File: config.mk
export PLATFORM = sky130hd
export DESIGN_NAME = branch_resolve_queue
export DESIGN_NICKNAME = d
export VERILOG_FILES = /design/src/rtl/branch_resolve_queue.sv
export SDC_FILE = /design/constraint.sdc
export NUM_CORES = 1
export LEC_CHECK = 0
export ABC_AREA = 1
export BUFFER_PORTS_ARGS = -buffer_cell sky130_fd_sc_hd__buf_2
export CAP_MARGIN = 0
export CORE_ASPECT_RATIO = 1.1
export CORE_MARGIN = 2
export CORE_UTILIZATION = 26
export CTS_CLUSTER_DIAMETER = 200
export DETAILED_ROUTE_END_ITERATION = 6
export RECOVER_POWER = 25
export SYNTH_ARGS = -nofsm -noshare
export SYNTH_HDL_FRONTEND = slang
export SYNTH_SLANG_ARGS = --single-unit
File: constraint.sdc
create_clock -name clk -period 18.3 [get_ports clk]
set_input_delay 0.915 -clock clk [delete_from_list [all_inputs] [get_ports clk]]
set_output_delay 0.915 -clock clk [all_outputs]
set_load 0.1 [all_outputs]
File: src/rtl/branch_resolve_queue.sv
// In-flight branch prediction queue: trains the predictor on resolve, recovers history on mispredict.
// Optional macro BRQ_PC_CHECK_EN: compare resolve_pc against the head entry and flag mismatches.
module branch_resolve_queue #(
  parameter int unsigned DEPTH        = 4,
  parameter int unsigned HISTORY_SIZE = 64,
  parameter int unsigned ADDR_WIDTH   = 32
) (
  input  logic                         clk,
  input  logic                         rst_n,
  input  logic                         alloc_valid,
  input  logic [ADDR_WIDTH-1:0]        alloc_pc,
  input  logic                         alloc_prediction,
  input  logic [HISTORY_SIZE-1:0]      alloc_history,
  output logic                         alloc_ready,
  input  logic                         resolve_valid,
  input  logic [ADDR_WIDTH-1:0]        resolve_pc,
  input  logic                         resolve_taken,
  input  logic                         flush,
  output logic                         train_valid,
  output logic [ADDR_WIDTH-1:0]        train_pc,
  output logic [HISTORY_SIZE-1:0]      train_history,
  output logic                         train_prediction,
  output logic                         train_taken,
  output logic                         mispredict,
  output logic [HISTORY_SIZE-1:0]      recover_history,
  output logic [$clog2(DEPTH+1)-1:0]   count,
  output logic                         pc_mismatch
);

  localparam int unsigned PW = $clog2(DEPTH);
  localparam int unsigned CW = $clog2(DEPTH+1);

  logic [ADDR_WIDTH-1:0]   pc_mem_q   [DEPTH];
  logic [HISTORY_SIZE-1:0] hist_mem_q [DEPTH];
  logic                    pred_mem_q [DEPTH];

  logic [PW-1:0] head_q, head_d, tail_q, tail_d;
  logic [CW-1:0] count_q, count_d;

  logic                    train_valid_q, mispredict_q;
  logic [ADDR_WIDTH-1:0]   train_pc_q;
  logic [HISTORY_SIZE-1:0] train_history_q, recover_q;
  logic                    train_prediction_q, train_taken_q;

  logic [ADDR_WIDTH-1:0]   head_pc;
  logic [HISTORY_SIZE-1:0] head_hist;
  logic                    head_pred;
  logic                    pop, pc_ok, train_fire, mispred, push;

  assign head_pc   = pc_mem_q[head_q];
  assign head_hist = hist_mem_q[head_q];
  assign head_pred = pred_mem_q[head_q];

  assign alloc_ready = (count_q != CW'(DEPTH));

  // Flush wins over everything; an empty-queue resolve is ignored entirely.
  assign pop = resolve_valid && (count_q != '0) && !flush;

`ifdef BRQ_PC_CHECK_EN
  assign pc_ok = (resolve_pc == head_pc);
`else
  logic unused_resolve_pc;
  assign unused_resolve_pc = ^resolve_pc;
  assign pc_ok = 1'b1;
`endif

  assign train_fire = pop && pc_ok;
  assign mispred    = train_fire && (head_pred != resolve_taken);
  // Allocations in the mispredict cycle belong to the wrong path and are dropped.
  assign push       = alloc_valid && alloc_ready && !flush && !mispred;

  always_comb begin
    head_d  = head_q;
    tail_d  = tail_q;
    count_d = count_q;
    if (flush || mispred) begin
      head_d  = '0;
      tail_d  = '0;
      count_d = '0;
    end else begin
      if (pop)  head_d = head_q + PW'(1);
      if (push) tail_d = tail_q + PW'(1);
      case ({push, pop})
        2'b10:   count_d = count_q + CW'(1);
        2'b01:   count_d = count_q - CW'(1);
        default: count_d = count_q;
      endcase
    end
  end

  always_ff @(posedge clk) begin
    if (push) begin
      pc_mem_q[tail_q]   <= alloc_pc;
      hist_mem_q[tail_q] <= alloc_history;
      pred_mem_q[tail_q] <= alloc_prediction;
    end
  end

  always_ff @(posedge clk or negedge rst_n) begin
    if (!rst_n) begin
      head_q             <= '0;
      tail_q             <= '0;
      count_q            <= '0;
      train_valid_q      <= 1'b0;
      mispredict_q       <= 1'b0;
      train_pc_q         <= '0;
      train_history_q    <= '0;
      train_prediction_q <= 1'b0;
      train_taken_q      <= 1'b0;
      recover_q          <= '0;
    end else begin
      head_q        <= head_d;
      tail_q        <= tail_d;
      count_q       <= count_d;
      train_valid_q <= train_fire;
      mispredict_q  <= mispred;
      if (train_fire) begin
        train_pc_q         <= head_pc;
        train_history_q    <= head_hist;
        train_prediction_q <= head_pred;
        train_taken_q      <= resolve_taken;
      end
      // Newest actual outcome shifts into the LSB of the snapshot.
      if (mispred) recover_q <= {head_hist[HISTORY_SIZE-2:0], resolve_taken};
    end
  end

`ifdef BRQ_PC_CHECK_EN
  logic pc_mismatch_q;
  always_ff @(posedge clk or negedge rst_n) begin
    if (!rst_n) pc_mismatch_q <= 1'b0;
    else        pc_mismatch_q <= pop && !pc_ok;
  end
  assign pc_mismatch = pc_mismatch_q;
`else
  assign pc_mismatch = 1'b0;
`endif

  assign train_valid      = train_valid_q;
  assign train_pc         = train_pc_q;
  assign train_history    = train_history_q;
  assign train_prediction = train_prediction_q;
  assign train_taken      = train_taken_q;
  assign mispredict       = mispredict_q;
  assign recover_history  = recover_q;
  assign count            = count_q;

endmodule

==> impl_metrics.yaml <==
detailed_routing:
  via_per_inst: 4.508
  postRouteAntennaNets: 0
  dr.pass1.iters: 5
  drc_errors: 0
  wl_um: 55920
  avgRoutedWirePerCell_um: 18.30
  drtIter0Drc: 937
  dr_total_vias: 13770
sta:
  rsz0062_at_grt: "no"
  slew_headroom_pct: -62.98
  setup_viol: 0
  worst_pin_slew_ns: 2.445
  hold_ws_ns: 0.4768
  final-max-slew-violation-count: 44
  skew_ns: 0.03238
  tns_ns: 0
  min_period_ns: 5.597
  final_hold_viol_count: 0
  fmax_ghz: 0.1787
  period_share_pct: 30.59
flow_run:
  cap_violations: 1
synth:
  syn_area_sq_mm: 0.02131
  ys_types: 29
  synth_edf_count: 388
  syn_avg_cell_area_sq_um: 12.57
  async_reset_ff_share_pct: 30.59
  synth-main-ff-cell: "edfxtp_1"
  yosys-top-cells-area: "edfxtp_1 (55%), dfrtp_1 (20%), nand2_1 (7.0%), o21ai_0 (4.6%), o211ai_1 (2.7%)"
  yosysSeqAreaShare_pct: 74.75
  synth_cells: 1695
  ys_ff_latch: 559
  synth_warnings: 0
  syn-num-nets: 1836
  yosysTopAreaCell: "edfxtp_1"
  synth_top_cell_area_share_pct: 54.67
cells_and_area:
  final_common_cell: "nand2_1"
  syn_to_final_growth_pct: 19.70
  drive_gt1_share_pct: 16.24
  final_cell_mix: "nand2_1 (396), edfxtp_1 (388), o21ai_0 (197), buf_2 (192), dfrtp_1 (169)"
  fin_area_sq_mm: 0.02551
  final_nets: 2080
setup_path:
  path_max_fanout: 74
  crit_buf_inv: 4
  cp.arrival_ns: 5.84
  critPathMaxStageDelay_ns: 0.84
  cp-start-kind: "register"
  worst-setup-path-type: "register to register"
  crit_top_cell: "buf_4"
  required_ns: 18.55
  r2r_cells: 10
  setup.worst_path.end_class: "register"
  path_depth: 10
  crit_path_cell_trace: "inv_4 > buf_4 > nand2_1 > nand3_2 > nand3_2 > nand3_4 > nand2_2 > nor2_4 > buf_4 > buf_4"
  cp_top_family: "buffers and inverters"
  slowest_stage: "nor2_4"
status:
  status: "complete, but fails checks"
  violations: "max-capacitance violations, max-slew violations"
die:
  fp.dieW_um: 277.0
  dieArea_sq_mm: 0.08428
  io_pins: 304
  coreArea_sq_mm: 0.08148
  die_h_um: 304.3
  rows: 110
  start_util_pct: 26.16
global_route:
  grt_pass1_wl_um: 84070
  grt-ovfl-total: 0
  grt_use_total_pct: 13.02
  antenna_found_initial: 13
  grt_max_degree: 121
  grt_pass1_vias: 13910
clocking:
  ctsHoldBuffers: 0
  cts_tree: "built"
  clkLatencyLatePin_ns: 0.64
  cts_max_level: 2
  clk_path_buf_depth: 3
  cts_resized: 0
  cts.sinks: 559
  cts_buffers: 58
  cts-root-buf: "clkbuf_16"
  clkTransAtPathRegs_ns: 0.06
  cts_setup_buffers: 0
min_path:
  hold_path_depth: 2
  min_path_type: "register to register"
place:
  place_area_sq_mm: 0.02367
  post-dp-hpwl_um: 33620
  globalplace.congestion: 0.7453
  portBuffers: 270
[cell usage after synthesis, types with 5 or more instances]
cell type    n
o21ai_0    197
edfxtp_1   388
nor2_1     126
nand2_1    396
inv_1       89
buf_6        6
dfrtp_1    171
buf_2       44
o21ai_1     20
clkbuf_1    47
ha_1         5
nand2_2      5
o22ai_1     58
o21a_1      38
buf_4        7
o211ai_1    76
[path summary, 6_finish.rpt]
kind	endpoint	slack (ns)	startpoint
worst max-delay path	hist_mem_q[0][11]	12.70	head_q[0]
worst min-delay path	recover_history[55]	0.48	recover_history[55]
worst max register to register	hist_mem_q[0][11]	12.70	head_q[0]
worst min register to register	recover_history[55]	0.48	recover_history[55]
max in group asynchronous	recover_history[6]	15.17	rst_n
min in group asynchronous	train_history[19]	1.04	rst_n
[worst register-to-register path: stages (launching register included)]
cell,delay (ns)
dfrtp_4,0.72
inv_4,0.54
buf_4,0.71
nand2_1,0.16
nand3_2,0.13
nand3_2,0.12
nand3_4,0.36
nand2_2,0.26
nor2_4,0.84
buf_4,0.70
buf_4,0.65
[stage by stage]
stage          setup WS, ns  std cells  utilization, %
3_3_place_gp          12.57       2943           29.05
5_1_grt               12.20       3055           31.31
4_1_cts               12.37       3053           31.43
2_1_floorplan         11.31       1695               -
6_report              12.70       3055           31.31
3_5_place_dp          12.38       2943           29.05
[cells by family after synthesis]
| family | after synthesis | share of synthesized area, % |
|---|---|---|
| multiplexers | 1 | 0.04697 |
| AO/OA/AOI/OAI | 392 | 10.90 |
| XOR/XNOR | 3 | 0.1233 |
| buffers and inverters | 198 | 4.080 |
| other | 1 | 0.01760 |
| flip-flops | 559 | 74.75 |
| AND/OR/NAND/NOR | 535 | 9.699 |
| adder cells (fa/ha/maj) | 6 | 0.3875 |
[registers in the layout, indices dropped and copies added (netlist names)]
| register | cells |
|---|---|
| count | 3 |
| head_q | 2 |
| hist_mem_q | 256 |
| mispredict | 1 |
| pc_mem_q | 128 |
| pred_mem_q | 4 |
| recover_history | 64 |
| tail_q | 2 |
| train_history | 64 |
| train_pc | 32 |
| train_prediction | 1 |
| train_taken | 1 |
| train_valid | 1 |
[metal layers]
metal	track usage, %	wire [um]
met2	23.21	28250
met3	2.726	3034
met5	0	80
met1	15.76	23210
met4	3.868	1349
[layout make-up]
cell class                 count  area, sq um
antenna                        2        5.005
clock buffer                  79         1610
clock inverter                31        330.3
fill                        8221        55970
inverter                      92        350.3
multi-input combinational    938         4542
sequential                   559        15940
tap                         1064         1331
timing repair buffer         290         1404
Power is not shown: default switching activity piles up to over one toggle a cycle in this logic, so the estimate is an artifact.
